`config.mk`:
```
export PLATFORM = sky130hd
export DESIGN_NAME = stopwatch_mux_n_flat
export DESIGN_NICKNAME = d
export VERILOG_FILES = /design/src/rtl/stopwatch_pkg.sv /design/src/rtl/stopwatch_mux_n_if.sv /design/src/rtl/stopwatch_mux_n_sevenseg_scan.sv /design/src/rtl/stopwatch_mux_n.sv /design/src/flat_wrapper.sv
export SDC_FILE = /design/constraint.sdc
export NUM_CORES = 1
export LEC_CHECK = 0
export BUFFER_PORTS_ARGS = -buffer_cell sky130_fd_sc_hd__buf_2
export CORE_MARGIN = 2
export CORE_UTILIZATION = 64
export DETAILED_ROUTE_END_ITERATION = 7
export GPL_TIMING_DRIVEN = 1
export PLACE_DENSITY = 0.89
export SKIP_LAST_GASP = 1
export SYNTH_ARGS = -nofsm -noshare
export SYNTH_HDL_FRONTEND = slang
export SYNTH_SLANG_ARGS = --single-unit
```
`constraint.sdc`:
```
create_clock -name clk -period 3.8 [get_ports clk]
set_input_delay 0.38 -clock clk [delete_from_list [all_inputs] [get_ports clk]]
set_output_delay 0.38 -clock clk [all_outputs]
set_load 0.02 [all_outputs]
```
`src/rtl/stopwatch_pkg.sv`:
```
// rtl/stopwatch_pkg.sv - stopwatch states, digit moduli and 7-segment decode
package stopwatch_pkg;

  typedef enum logic [1:0] {
    IDLE = 2'd0,
    RUN  = 2'd1,
    STOP = 2'd2,
    LAP  = 2'd3
  } sw_state_e;

  localparam logic [7:0] SEG_BLANK = 8'hFF;

  // Digit 3 is tens of seconds, so it wraps at 6.
  function automatic logic [3:0] digit_mod(input int idx);
    return (idx == 3) ? 4'd6 : 4'd10;
  endfunction

  // Returns {g,f,e,d,c,b,a}, active low.
  function automatic logic [6:0] bcd_to_seg(input logic [3:0] bcd);
    logic [6:0] seg;
    case (bcd)
      4'd0:    seg = 7'h40;
      4'd1:    seg = 7'h79;
      4'd2:    seg = 7'h24;
      4'd3:    seg = 7'h30;
      4'd4:    seg = 7'h19;
      4'd5:    seg = 7'h12;
      4'd6:    seg = 7'h02;
      4'd7:    seg = 7'h78;
      4'd8:    seg = 7'h00;
      4'd9:    seg = 7'h10;
      default: seg = 7'h7F;
    endcase
    return seg;
  endfunction

endpackage

```
`src/rtl/stopwatch_mux_n_if.sv`:
```
// rtl/stopwatch_mux_n_if.sv - button inputs and display/status outputs of the stopwatch
interface stopwatch_mux_n_if #(
  parameter int NUM_DIGITS = 4
);
  logic                  btn_start;
  logic                  btn_lap;
  logic                  btn_clear;
  logic [NUM_DIGITS-1:0] an_n;
  logic [7:0]            seg_n;
  logic                  running;
  logic                  lap_held;
  logic                  overflow;

  modport master (
    output btn_start, btn_lap, btn_clear,
    input  an_n, seg_n, running, lap_held, overflow
  );

  modport slave (
    input  btn_start, btn_lap, btn_clear,
    output an_n, seg_n, running, lap_held, overflow
  );
endinterface

```
`src/rtl/stopwatch_mux_n_sevenseg_scan.sv`:
```
// rtl/stopwatch_mux_n_sevenseg_scan.sv - time-multiplexed common-anode digit scanner
// Outputs are registered; digit 0 is driven from the first clock after reset.
module sevenseg_scan
  import stopwatch_pkg::*;
#(
  parameter int NUM_DIGITS = 4,
  parameter int SCAN_DIV   = 10000
) (
  input  logic                       clk,
  input  logic                       rst,
  input  logic [NUM_DIGITS-1:0][3:0] digits_i,
  input  logic [NUM_DIGITS-1:0]      dp_mask_i,
  output logic [NUM_DIGITS-1:0]      an_n_o,
  output logic [7:0]                 seg_n_o
);
  localparam int DW = (SCAN_DIV > 1) ? $clog2(SCAN_DIV) : 1;
  localparam int IW = $clog2(NUM_DIGITS);

  logic [DW-1:0]         div_q, div_d;
  logic [IW-1:0]         idx_q, idx_d;
  logic [NUM_DIGITS-1:0] an_n_q, an_n_d;
  logic [7:0]            seg_n_q, seg_n_d;

  always_comb begin
    div_d   = div_q + DW'(1);
    idx_d   = idx_q;
    if (div_q == DW'(SCAN_DIV - 1)) begin
      div_d = '0;
      idx_d = (idx_q == IW'(NUM_DIGITS - 1)) ? '0 : idx_q + IW'(1);
    end
    an_n_d  = ~(NUM_DIGITS'(1) << idx_q);
    seg_n_d = {~dp_mask_i[idx_q], bcd_to_seg(digits_i[idx_q])};
  end

  always_ff @(posedge clk) begin
    if (rst) begin
      div_q   <= '0;
      idx_q   <= '0;
      an_n_q  <= '1;
      seg_n_q <= SEG_BLANK;
    end else begin
      div_q   <= div_d;
      idx_q   <= idx_d;
      an_n_q  <= an_n_d;
      seg_n_q <= seg_n_d;
    end
  end

  assign an_n_o  = an_n_q;
  assign seg_n_o = seg_n_q;

endmodule

```
`src/rtl/stopwatch_mux_n.sv`:
```
// rtl/stopwatch_mux_n.sv - N-digit BCD stopwatch with multiplexed 7-segment display
// Optional lap-freeze feature enabled by defining STOPWATCH_LAP_EN.
module stopwatch_mux_n
  import stopwatch_pkg::*;
#(
  parameter int NUM_DIGITS = 4,
  parameter int CLK_HZ     = 10_000_000,
  parameter int TICK_HZ    = 100,
  parameter int SCAN_HZ    = 1000
) (
  input logic              clk,
  input logic              rst,
  stopwatch_mux_n_if.slave sw_io
);
  localparam int TICK_DIV = CLK_HZ / TICK_HZ;
  localparam int SCAN_DIV = CLK_HZ / SCAN_HZ;
  localparam int PW       = (TICK_DIV > 1) ? $clog2(TICK_DIV) : 1;
  localparam logic [NUM_DIGITS-1:0] DP_MASK = (NUM_DIGITS > 2) ? NUM_DIGITS'(4) : '0;

`ifdef STOPWATCH_LAP_EN
  localparam int NB = 3;
`else
  localparam int NB = 2;
`endif

  logic [NB-1:0]              btn_now, btn_prev_q, btn_edge;
  logic                       edge_start, edge_clear;
  sw_state_e                  state_q, state_d;
  logic [PW-1:0]              presc_q, presc_d;
  logic [NUM_DIGITS-1:0][3:0] count_q, count_d, disp_digits;
  logic                       ovf_q, ovf_d;
  logic                       clr_act, counting, tick, carry;

`ifdef STOPWATCH_LAP_EN
  logic                       edge_lap, snap_load;
  logic [NUM_DIGITS-1:0][3:0] snap_q;
  assign btn_now  = {sw_io.btn_lap, sw_io.btn_clear, sw_io.btn_start};
  assign edge_lap = btn_edge[2];
`else
  assign btn_now  = {sw_io.btn_clear, sw_io.btn_start};
`endif

  // Prev resets to 1 so a button held through reset does not register as an edge.
  assign btn_edge   = btn_now & ~btn_prev_q;
  assign edge_start = btn_edge[0];
  assign edge_clear = btn_edge[1];

  always_comb begin
    state_d = state_q;
    clr_act = 1'b0;
`ifdef STOPWATCH_LAP_EN
    snap_load = 1'b0;
`endif
    case (state_q)
      IDLE: if (edge_clear) clr_act = 1'b1;
            else if (edge_start) state_d = RUN;
      RUN:  if (edge_start) state_d = STOP;
`ifdef STOPWATCH_LAP_EN
            else if (edge_lap) begin
              state_d   = LAP;
              snap_load = 1'b1;
            end
`endif
      STOP: if (edge_clear) begin
              state_d = IDLE;
              clr_act = 1'b1;
            end else if (edge_start) state_d = RUN;
      LAP:  if (edge_start) state_d = STOP;
`ifdef STOPWATCH_LAP_EN
            else if (edge_lap) state_d = RUN;
`endif
      default: state_d = IDLE;
    endcase
  end

  assign counting = (state_q == RUN) || (state_q == LAP);
  assign tick     = counting && (presc_q == PW'(TICK_DIV - 1));

  // Ripple carry through the digits in the tick cycle; a carry out of the top is overflow.
  always_comb begin
    count_d = count_q;
    carry   = tick;
    for (int i = 0; i < NUM_DIGITS; i++) begin
      if (carry) begin
        if (count_q[i] == digit_mod(i) - 4'd1) begin
          count_d[i] = '0;
        end else begin
          count_d[i] = count_q[i] + 4'd1;
          carry      = 1'b0;
        end
      end
    end
    ovf_d   = ovf_q | carry;
    presc_d = presc_q;
    if (counting) presc_d = tick ? '0 : presc_q + PW'(1);
    if (clr_act) begin
      count_d = '0;
      ovf_d   = 1'b0;
      presc_d = '0;
    end
  end

  always_ff @(posedge clk) begin
    if (rst) begin
      btn_prev_q <= '1;
      state_q    <= IDLE;
      presc_q    <= '0;
      count_q    <= '0;
      ovf_q      <= 1'b0;
    end else begin
      btn_prev_q <= btn_now;
      state_q    <= state_d;
      presc_q    <= presc_d;
      count_q    <= count_d;
      ovf_q      <= ovf_d;
    end
  end

`ifdef STOPWATCH_LAP_EN
  always_ff @(posedge clk) begin
    if (rst)            snap_q <= '0;
    else if (snap_load) snap_q <= count_q;
  end
  assign disp_digits    = (state_q == LAP) ? snap_q : count_q;
  assign sw_io.lap_held = (state_q == LAP);
`else
  assign disp_digits    = count_q;
  assign sw_io.lap_held = 1'b0;
`endif

  assign sw_io.running  = counting;
  assign sw_io.overflow = ovf_q;

  sevenseg_scan #(
    .NUM_DIGITS (NUM_DIGITS),
    .SCAN_DIV   (SCAN_DIV)
  ) u_scan (
    .clk       (clk),
    .rst       (rst),
    .digits_i  (disp_digits),
    .dp_mask_i (DP_MASK),
    .an_n_o    (sw_io.an_n),
    .seg_n_o   (sw_io.seg_n)
  );

endmodule

```
`src/flat_wrapper.sv`:
```
// flat-port wrapper written by rule: the top's interface ports become plain ports
module stopwatch_mux_n_flat import stopwatch_pkg::*;
#(
  parameter int NUM_DIGITS = 4,
  parameter int CLK_HZ     = 10_000_000,
  parameter int TICK_HZ    = 100,
  parameter int SCAN_HZ    = 1000
)
  (clk, rst, sw_io_btn_start, sw_io_btn_lap, sw_io_btn_clear, sw_io_an_n, sw_io_seg_n, sw_io_running, sw_io_lap_held, sw_io_overflow);
  stopwatch_mux_n_if #(.NUM_DIGITS(NUM_DIGITS)) sw_io_i ();
  input logic clk;
  input logic rst;
  input wire logic [$bits(sw_io_i.btn_start)-1:0] sw_io_btn_start;
  input wire logic [$bits(sw_io_i.btn_lap)-1:0] sw_io_btn_lap;
  input wire logic [$bits(sw_io_i.btn_clear)-1:0] sw_io_btn_clear;
  output wire logic [$bits(sw_io_i.an_n)-1:0] sw_io_an_n;
  output wire logic [$bits(sw_io_i.seg_n)-1:0] sw_io_seg_n;
  output wire logic [$bits(sw_io_i.running)-1:0] sw_io_running;
  output wire logic [$bits(sw_io_i.lap_held)-1:0] sw_io_lap_held;
  output wire logic [$bits(sw_io_i.overflow)-1:0] sw_io_overflow;
  assign sw_io_i.btn_start = sw_io_btn_start;
  assign sw_io_i.btn_lap = sw_io_btn_lap;
  assign sw_io_i.btn_clear = sw_io_btn_clear;
  assign sw_io_an_n = sw_io_i.an_n;
  assign sw_io_seg_n = sw_io_i.seg_n;
  assign sw_io_running = sw_io_i.running;
  assign sw_io_lap_held = sw_io_i.lap_held;
  assign sw_io_overflow = sw_io_i.overflow;
  stopwatch_mux_n #(.NUM_DIGITS(NUM_DIGITS), .CLK_HZ(CLK_HZ), .TICK_HZ(TICK_HZ), .SCAN_HZ(SCAN_HZ)) u_core (.clk(clk), .rst(rst), .sw_io(sw_io_i));
endmodule
```
Word-level counts from Yosys, hierarchy flattened
Memories as Yosys holds them, arrays and structs flattened. A register that Yosys moved wholly into a read port is not among the register bits.
Index checks and enable logic that the tools add are counted.

operators by class
  order comparisons = 1
  muxes and demuxes = 25
  shifts and indexed selects = 1
  bitwise operators = 5
  add/sub/neg operators = 7
  equality and inequality tests = 12
  reductions and logical operators = 8

operators with widths
  cell                                                                           number
  4-bit 2-to-1 mux                                                               5
  17-bit by 1-bit adder with 17-bit output (second input constant)               1
  17-bit == test (second input constant)                                         1
  17-bit 2-to-1 mux                                                              1
  4-bit by 1-bit adder with 4-bit output (second input constant)                 4
  14-bit by 1-bit adder with 14-bit output (second input constant)               1
  14-bit == test (second input constant)                                         1
  4-bit == test (second input constant)                                          3
  1-bit 2-to-1 mux                                                               11
  2-bit 2-to-1 mux                                                               5
  4-bit binary-select mux with 2-bit select                                      1
  2-bit OR reduction                                                             4
  2-bit == test (second input constant)                                          3
  2-bit case mux with 3 select lines                                             1
  4-bit by 3-bit == test with 1-bit output (second input constant)               1
  4-bit NOT                                                                      1
  1-bit by 2-bit << shifter with 4-bit output (first input constant)             1
  2-bit by 3-bit less-than comparator with 1-bit output (second input constant)  1
  2-bit by 1-bit adder with 2-bit output (second input constant)                 1
  2-bit bitwise AND                                                              1
  1-bit binary-select mux with 2-bit select                                      1
  2-bit by 1-bit == test with 1-bit output (second input constant)               1
  2-bit zero test                                                                1
  2-bit by 1-bit inequality test with 1-bit output (second input constant)       1
  other kinds (7)                                                                7

word-level totals
  input port bits = 5
  output and inout port bits = 15
  memories kept = 1
  register bits = 66
  bits in read-only memories = 112

memories
  memory           words  width  rd ports  clocked after memory_dff  wr ports  RTL line             source
  (no name shown)  16     7      1         1                         0         stopwatch_pkg.sv:21  case (bcd)

Logic depth before layout (Yosys ltp)
Gate-level depths: netlist of run 1.

  depth in word-level cells = 8
  gate-level depth with buffers = 7
  gate-level depth less buffers = 6

Modules after synthesis
From an unflattened synthesis of run 1, not the netlist that was laid out.

second synthesis, totals
  cell total of the unflattened synthesis = 350
  area total of the unflattened synthesis = 3176.8 um^2

modules (own cells, without submodules)
  module           cells an instance  instances  area each (um^2)  sequential area each (um^2)
  stopwatch_mux_n  218                1          1856.8            740.7
  sevenseg_scan    132                1          1320.0            560.5

Worst setup path before layout of run 1
Ideal clock, no wire load.

  path kind = register to register
  start point = register u_core.u_scan.idx_q[0]
  end point = register u_core.u_scan.seg_n_q[3] (netlist: u_core.u_scan.seg_n_o[3])
  slack = 2107 ps
  buffers on the path = 1
  cell stages (with the launch flop) = 8
  required time = 3731 ps
  arrival = 1624 ps
  path through = dfxtp_1 -> buf_4 -> mux4_2 -> inv_1 -> ha_1 -> nand2_1 -> o21ai_0 -> o21ai_1

on the way
  word-level cells in the longest chain between the ends = 2

RTL lines
  element                                    RTL line                             source
  start: declaration                         stopwatch_mux_n_sevenseg_scan.sv:20  logic [IW-1:0] idx_q, idx_d;
  start signal: assignment                   stopwatch_mux_n_sevenseg_scan.sv:43  idx_q <= idx_d;
  4-bit binary-select mux with 2-bit select  stopwatch_mux_n_sevenseg_scan.sv:32  seg_n_d = {~dp_mask_i[idx_q], bcd_to_seg(digits_i[idx_q])};
  4-bit 2-to-1 mux (implied by the code)     stopwatch_mux_n_sevenseg_scan.sv:32
  end: declaration                           stopwatch_mux_n_sevenseg_scan.sv:22  logic [7:0] seg_n_q, seg_n_d;

No other way between the ends. The select of a mux whose other input is x is not followed.
A chain may end at the register's enable or synchronous reset.

Final worst setup path of run 1
  start point = register u_core.presc_q[0]
  end point = register u_core.count_q[9] (netlist bit)

on the way
  word-level cells in the longest chain between the ends = 4

RTL lines
  element                         RTL line                source
  start: declaration              stopwatch_mux_n.sv:29   logic [PW-1:0] presc_q, presc_d;
  start signal: assignment        stopwatch_mux_n.sv:113  presc_q <= presc_d;
  17-bit == test                  stopwatch_mux_n.sv:77   assign tick = counting && (presc_q == PW'(TICK_DIV - 1));
  1-bit logical AND               stopwatch_mux_n.sv:77
  1-bit 2-to-1 mux (2 in series)  stopwatch_mux_n.sv:84   if (carry) begin
  end signal: assignment          stopwatch_mux_n.sv:114  count_q <= count_d;
  end: declaration                stopwatch_mux_n.sv:30   logic [NUM_DIGITS-1:0][3:0] count_q, count_d, disp_digits;

No other way between the ends.

==> results of run 1 <==
-- cell type report --
class,instances,area (µm²)
repair buffers,17,85.1
flip-flops and latches,64,1280
fillers,345,1310
well taps,54,67.6
clock buffers,12,165
multi-input cells,249,1640
inverters,10,37.5
clock inverters,4,75.1
-- layer usage --
layer  track usage, %  wire length (µm)  vias to the layer above
met1             28.6              2600                     1081
met2             42.4              2970                       51
li1                 -                 -                     1172
met4             11.9               108                        0
met3             5.25               193                       14
met5                0                 0                        -
-- flip-flops by register name (all words and copies together), names as in the netlist --
signal and flops:
u_core.presc_q 17, u_core.count_q 16, u_core.u_scan.div_q 14, u_core.u_scan.seg_n_o 7, u_core.u_scan.an_n_o 4, u_core.btn_prev_q 2, u_core.u_scan.idx_q 2, u_core.state_q 1
u_core.sw_io.overflow 1
-- power by group through the flow --
stage | Combinational [mW] | Clock (mW) | Sequential [mW]
CTS | 0.0407 | 0.692 | 0.686
finish | 0.0403 | 0.688 | 0.686
global placement | 0.0390 | 0 | 0.700
global route | 0.0459 | 0.718 | 0.687
floorplan | 0.0275 | 0 | 0.704
detailed placement | 0.0402 | 0 | 0.701
-- how the worst min path moves through the flow --
stage	from	end	cells after the start
after floorplan	u_core.u_scan.div_q[0]$_SDFF_PP0_	u_core.u_scan.div_q[0]$_SDFF_PP0_	1
after global placement	u_core.u_scan.div_q[0]$_SDFF_PP0_	u_core.u_scan.div_q[0]$_SDFF_PP0_	1
after detailed placement	u_core.u_scan.div_q[0]$_SDFF_PP0_	u_core.u_scan.div_q[0]$_SDFF_PP0_	1
after CTS	sw_io_btn_start	u_core.btn_prev_q[0]$_SDFF_PP1_	2
after global routing	sw_io_btn_start	u_core.btn_prev_q[0]$_SDFF_PP1_	2
final	sw_io_btn_start	u_core.btn_prev_q[0]$_SDFF_PP1_	2
-- layout by cell type, fill, tap and decap left out, types with 3 or more instances in the layout --
master | synthesis | routed
nor2b_1 | 7 | 7
nand2b_1 | 6 | 6
nand3_1 | 15 | 15
xnor2_1 | 12 | 12
nand2_1 | 27 | 27
o21ai_0 | 4 | 4
and2_1 | 4 | 4
mux2i_1 | 6 | 6
xor2_1 | 21 | 21
clkbuf_8 | 0 | 12
dfxtp_1 | 64 | 64
nor3_1 | 7 | 7
inv_1 | 10 | 10
a31oi_1 | 4 | 4
ha_1 | 11 | 11
nand4_1 | 10 | 10
and3_1 | 4 | 4
buf_2 | 5 | 17
mux4_2 | 4 | 4
a21oi_1 | 11 | 11
nor2_1 | 53 | 53
or3_1 | 5 | 5
and4_1 | 3 | 3
nor3b_1 | 4 | 4
or2_2 | 3 | 3
o21a_1 | 5 | 5
-- through the flow --
step	utilization (%)	total power, mW	cells
final	71.9	1.41	410
after global routing	71.9	1.45	410
after CTS	71.9	1.42	410
after detailed placement	66.8	0.741	394
after global placement	66.8	0.739	394
after floorplan	-	0.732	338
-- cells by family (layout without fill, tap and decap cells) --
logic type / count (synthesis) / count (layout) / synth area share (%)
buffers and inverters: 25 / 43 / 3.91
other: 1 / 1 / 0.123
multiplexers: 10 / 10 / 4.94
AND/OR/NAND/NOR: 163 / 163 / 28.7
adder cells (fa/ha/maj): 11 / 11 / 4.52
AO/OA/AOI/OAI: 31 / 31 / 6.17
XOR/XNOR: 33 / 33 / 9.50
flip-flops: 64 / 64 / 42.1
==> results.py, run 1 <==
metrics = {
    "run_status": {
        "status": "finished clean",
    },
    "drt": {
        "drt_iter0_drc": 187,
        "totalWireLength_um": 5880,
        "post_drt_wl_per_cell_um": 14.3,
        "route.vias.total": 2318,
        "first_pass_iters": 4,
        "via_per_inst": 5.65,
        "antenna_left": 0,
        "drc": 0,
    },
    "yosys": {
        "syn_nets": 354,
        "ys_seq_area_share_pct": 42.1,
        "synth.distinct_cells": 47,
        "synth-main-ff-cell": "dfxtp_1",
        "yosys_warnings": 0,
        "yosys.area.top_type": "dfxtp_1",
        "syn_avg_cell_area_um2": 9.00,
        "syn_inst": 338,
        "ys_seq_elements": 64,
        "synth_edf_count": 0,
        "ys_top_cells_by_count": "64 x dfxtp_1, 53 x nor2_1, 27 x nand2_1",
        "synthArstFlopShare_pct": 0,
        "syn_area_um2": 3040,
        "yosysMostFrequentCell": "dfxtp_1",
        "synth_top_cell_area_share_pct": 42.1,
        "synth_area_leaders": "dfxtp_1 42%, nor2_1 6.5%, xor2_1 6.0%",
    },
    "power_and_ir_drop": {
        "p_per_area_nw_per_um2": 422,
        "switchingPower_mw": 0.299,
        "vdd_ir_drop_max_uv": 294,
        "power.share.sequential_pct": 48.5,
        "power.internal_mw": 1.12,
        "switching_share_pct": 21.1,
        "p_leak_nw": 1.25,
        "power_frac_clock_pct": 48.7,
        "combPwrFrac_pct": 2.8,
    },
    "worst_setup_path": {
        "crit_family": "simple AND/OR/NAND/NOR gates",
        "r2r_end": "u_core.count_q[9]$_SDFFE_PP0N_",
        "cp-startpoint": "u_core.presc_q[0]$_SDFFE_PP0P_",
        "crit_path_top_delay_cell": "and4bb_4",
        "worstSetupPathType": "reg -> reg",
        "start_kind": "register",
        "critPathCapture": "u_core.count_q[9]$_SDFFE_PP0N_",
        "r2r_start": "u_core.presc_q[0]$_SDFFE_PP0P_",
        "crit_arrival_ps": 2250,
        "cp_cell_sequence": "ha_1, nand4_2, and4bb_4, nand3_4, or3_1, a21oi_1",
        "cpPeakStageDelay_ps": 430,
        "cp_data_required_time_ps": 4050,
        "rrSetupSlack_ps": 1810,
        "cp.depth": 6,
        "cp-end-kind": "register",
        "cp_num_buf_inv": 0,
        "crit_fanout": 6,
        "rr_worst_depth": 6,
    },
    "timing": {
        "relSlewSlack_pct": 65.6,
        "fin_setup_tns_ps": 0,
        "rsz0062_at_grt": "false",
        "skew_ps": 7.61,
        "setup_viol_count_final": 0,
        "fmax_mhz": 502,
        "whs_ps": 231,
        "period_share_pct": 52.4,
        "fin_crit_ps": 1990,
        "worstMarginPinSlew_ps": 516,
        "hold_viol": 0,
        "drv_slew": 0,
        "finalWorstSetupSlack_ps": 1810,
    },
    "floorplan": {
        "placementRows": 25,
        "die_y_um": 72.9,
        "die_x_um": 72.9,
        "io_pins": 20,
        "start_util_pct": 65.3,
        "dieArea_um2": 5320,
        "core_um2": 4660,
    },
    "layout": {
        "antenna_cells": 0,
        "drive_above_1_share_pct": 13.5,
        "area_growth_pct": 10.2,
        "fin_nets": 367,
        "final_cell_area_um2": 3350,
    },
    "clocking": {
        "cts_sinks": 64,
        "hold_buffers": 0,
        "h-tree-depth": 3,
        "path_clk_slew_ps": 70,
        "cts_root_buf": "clkbuf_8",
        "clockBufferDepth": 2,
        "cts_buffers": 9,
        "clkLatencyLatePin_ps": 340,
        "cts.repair.resized": 0,
        "cts_tree": "built",
        "cts_setup_buffers": 0,
    },
    "job": {
        "cap_violations": 0,
    },
    "placed_design": {
        "dpl-instance-area_um2": 3110,
        "place_hpwl_um": 3820,
        "port_buffers": 17,
        "dp_slack_ps": 1880,
        "globalplace.congestion": 0.853,
    },
    "min_path": {
        "hp-class": "in -> reg",
    },
    "global_route": {
        "grt_pass1_wl_um": 10100,
        "grt_max_degree": 20,
        "antenna_found_initial": 0,
        "overflow": 0,
        "grt_use_total_pct": 24.5,
        "first_global_vias": 2286,
    },
}
Note: power is estimated with default switching activity, not from simulation.
==> run 2: changes to the inputs <==
Settings changed: CORE_UTILIZATION 64 to 54, PLACE_DENSITY 0.89 to 0.8.
Clock period 3.8 ns to 1.67 ns, I/O delays scaled along.
==> run 2 against run 1 <==
Compared with the run above: sequential share of layout area fell by 3.2 points; utilization is 4.4 points lower; clock skew up 4.2 ps; largest cell class unchanged; largest power group is now registers.
==> results.py, run 2 (synthesized netlist as in run 1, its figures left out) <==
metrics = {
    "timing": {
        "skew_ps": 11.8,
        "setup_viol_count_final": 0,
        "rsz0062_at_grt": "true",
        "whs_ps": 26.2,
        "hold_viol": 0,
        "fin_setup_tns_ps": 0,
        "fin_crit_ps": 1630,
        "fmax_mhz": 613,
        "finalWorstSetupSlack_ps": 37.4,
        "period_share_pct": 97.8,
        "drv_slew": 0,
    },
    "layout": {
        "multi_input_area_um2": 1720,
        "instances_no_fill": 460,
        "area_growth_pct": 21.5,
        "top_regs": "u_core.presc_q: 17 flops, u_core.count_q: 16 flops, u_core.u_scan.div_q: 14 flops",
        "regMostFlops": "u_core.presc_q",
        "final_cell_mix": "56 x dfxtp_1, 53 x nor2_1, 30 x buf_4",
        "largest_reg_flops": 17,
        "final_common_cell": "dfxtp_1",
        "drive_above_1_share_pct": 26.5,
        "regArea_um2": 1290,
        "fin_nets": 399,
        "postLayoutCoreUtil_pct": 67.5,
        "antenna_cells": 0,
        "nFillCells": 448,
    },
    "placed_design": {
        "globalplace.congestion": 0.823,
        "port_buffers": 17,
        "place_hpwl_um": 4140,
        "dp_cells": 443,
        "dp_slack_ps": -42.3,
    },
    "drt": {
        "top_layer": "met4",
        "via_per_inst": 5.25,
        "drt_iter0_drc": 91,
        "drc": 0,
        "antenna_left": 0,
        "wl_met3_um": 226,
        "m1WireLength_um": 2650,
        "route.met2.wl_um": 3000,
        "post_drt_wl_per_cell_um": 12.9,
        "totalWireLength_um": 5930,
        "first_pass_iters": 4,
        "route.vias.total": 2414,
    },
    "power_and_ir_drop": {
        "power_frac_clock_pct": 45.7,
        "power.internal_mw": 2.40,
        "vdd_ir_drop_max_uv": 462,
        "p_per_area_nw_per_um2": 833,
        "p_leak_nw": 1.42,
        "switchingPower_mw": 0.677,
        "combPwrFrac_pct": 3.8,
        "switching_share_pct": 22.0,
        "power.share.sequential_pct": 50.5,
    },
    "worst_setup_path": {
        "cp_data_required_time_ps": 1940,
        "cp_num_buf_inv": 0,
        "crit_path_top_delay_cell": "and4bb_4",
        "cpPeakStageDelay_ps": 380,
        "cp-end-kind": "register",
        "cp_cell_sequence": "ha_4, nand4_2, and4bb_4, nand3_4, or3_1, a21oi_2",
        "crit_arrival_ps": 1900,
        "start_kind": "register",
        "worstSetupPathType": "reg -> reg",
        "crit_fanout": 5,
        "crit_family": "simple AND/OR/NAND/NOR gates",
    },
    "min_path": {
        "hp-class": "in -> reg",
    },
    "floorplan": {
        "dieArea_um2": 6250,
        "io_pins": 20,
        "die_y_um": 79.1,
        "placementRows": 27,
        "start_util_pct": 55.6,
        "die_x_um": 79.1,
        "core_um2": 5470,
    },
    "clocking": {
        "cts_tree": "built",
        "h-tree-depth": 3,
        "hold_buffers": 0,
        "clockBufferDepth": 2,
        "clkLatencyLatePin_ps": 340,
        "cts_buffers": 9,
        "cts_root_buf": "clkbuf_8",
        "cts_sinks": 64,
        "path_clk_slew_ps": 70,
    },
    "global_route": {
        "grt_max_degree": 15,
        "grt_pass1_wl_um": 10000,
        "antenna_found_initial": 0,
        "grt_use_total_pct": 20.4,
        "overflow": 0,
        "first_global_vias": 2326,
    },
    "job": {
        "cap_violations": 0,
    },
    "run_status": {
        "status": "finished clean",
    },
}
## run 2: area by class of cell
type | count | area share [%]
Clock buffer | 12 | 4.47
Clock inverter | 4 | 1.39
Inverter | 10 | 1.02
Multi-Input combinational cell | 249 | 46.4
Sequential cell | 64 | 35.0
Tap cell | 72 | 2.44
Timing Repair Buffer | 49 | 9.24
## run 2: path summary, 6_finish.rpt
check	from	slack [ps]	cells after the start	end
min	sw_io_btn_clear	30	2	u_core.btn_prev_q[1]$_SDFF_PP1_
max reg2reg	u_core.presc_q[1]$_SDFFE_PP0P_	40	6	u_core.count_q[15]$_SDFFE_PP0P_
min reg2reg	u_core.u_scan.div_q[0]$_SDFF_PP0_	460	1	u_core.u_scan.div_q[0]$_SDFF_PP0_
max	u_core.presc_q[1]$_SDFFE_PP0P_	40	6	u_core.count_q[15]$_SDFFE_PP0P_
## run 2: per-layer routing
metal	GRT usage [%]	vias to the layer above
met3	6.82	5
met1	24.2	1144
met2	34.4	30
met4	7.59	0
li1	-	1235
met5	0	-
## run 2: repair_timing
action	4_1_cts	5_1_grt
setup buffers	0	1
gates resized for setup	5	24
pin swaps	2	5
setup endpoints to repair	9	28
## run 2: stage by stage
stage	cell area (µm²)	total power, mW
after floorplan	3040	1.66
after global placement	3380	1.70
after detailed placement	3380	1.71
after CTS	3610	3.10
after global routing	3700	3.20
final	3700	3.08
## run 2: power groups by stage
stage               registers (mW)  clock network (mW)  logic [mW]
finish                        1.56                1.41       0.117
global route                  1.56                1.52       0.127
global placement              1.59                   0       0.114
CTS                           1.56                1.43       0.117
floorplan                     1.60                   0      0.0626
detailed placement            1.59                   0       0.116
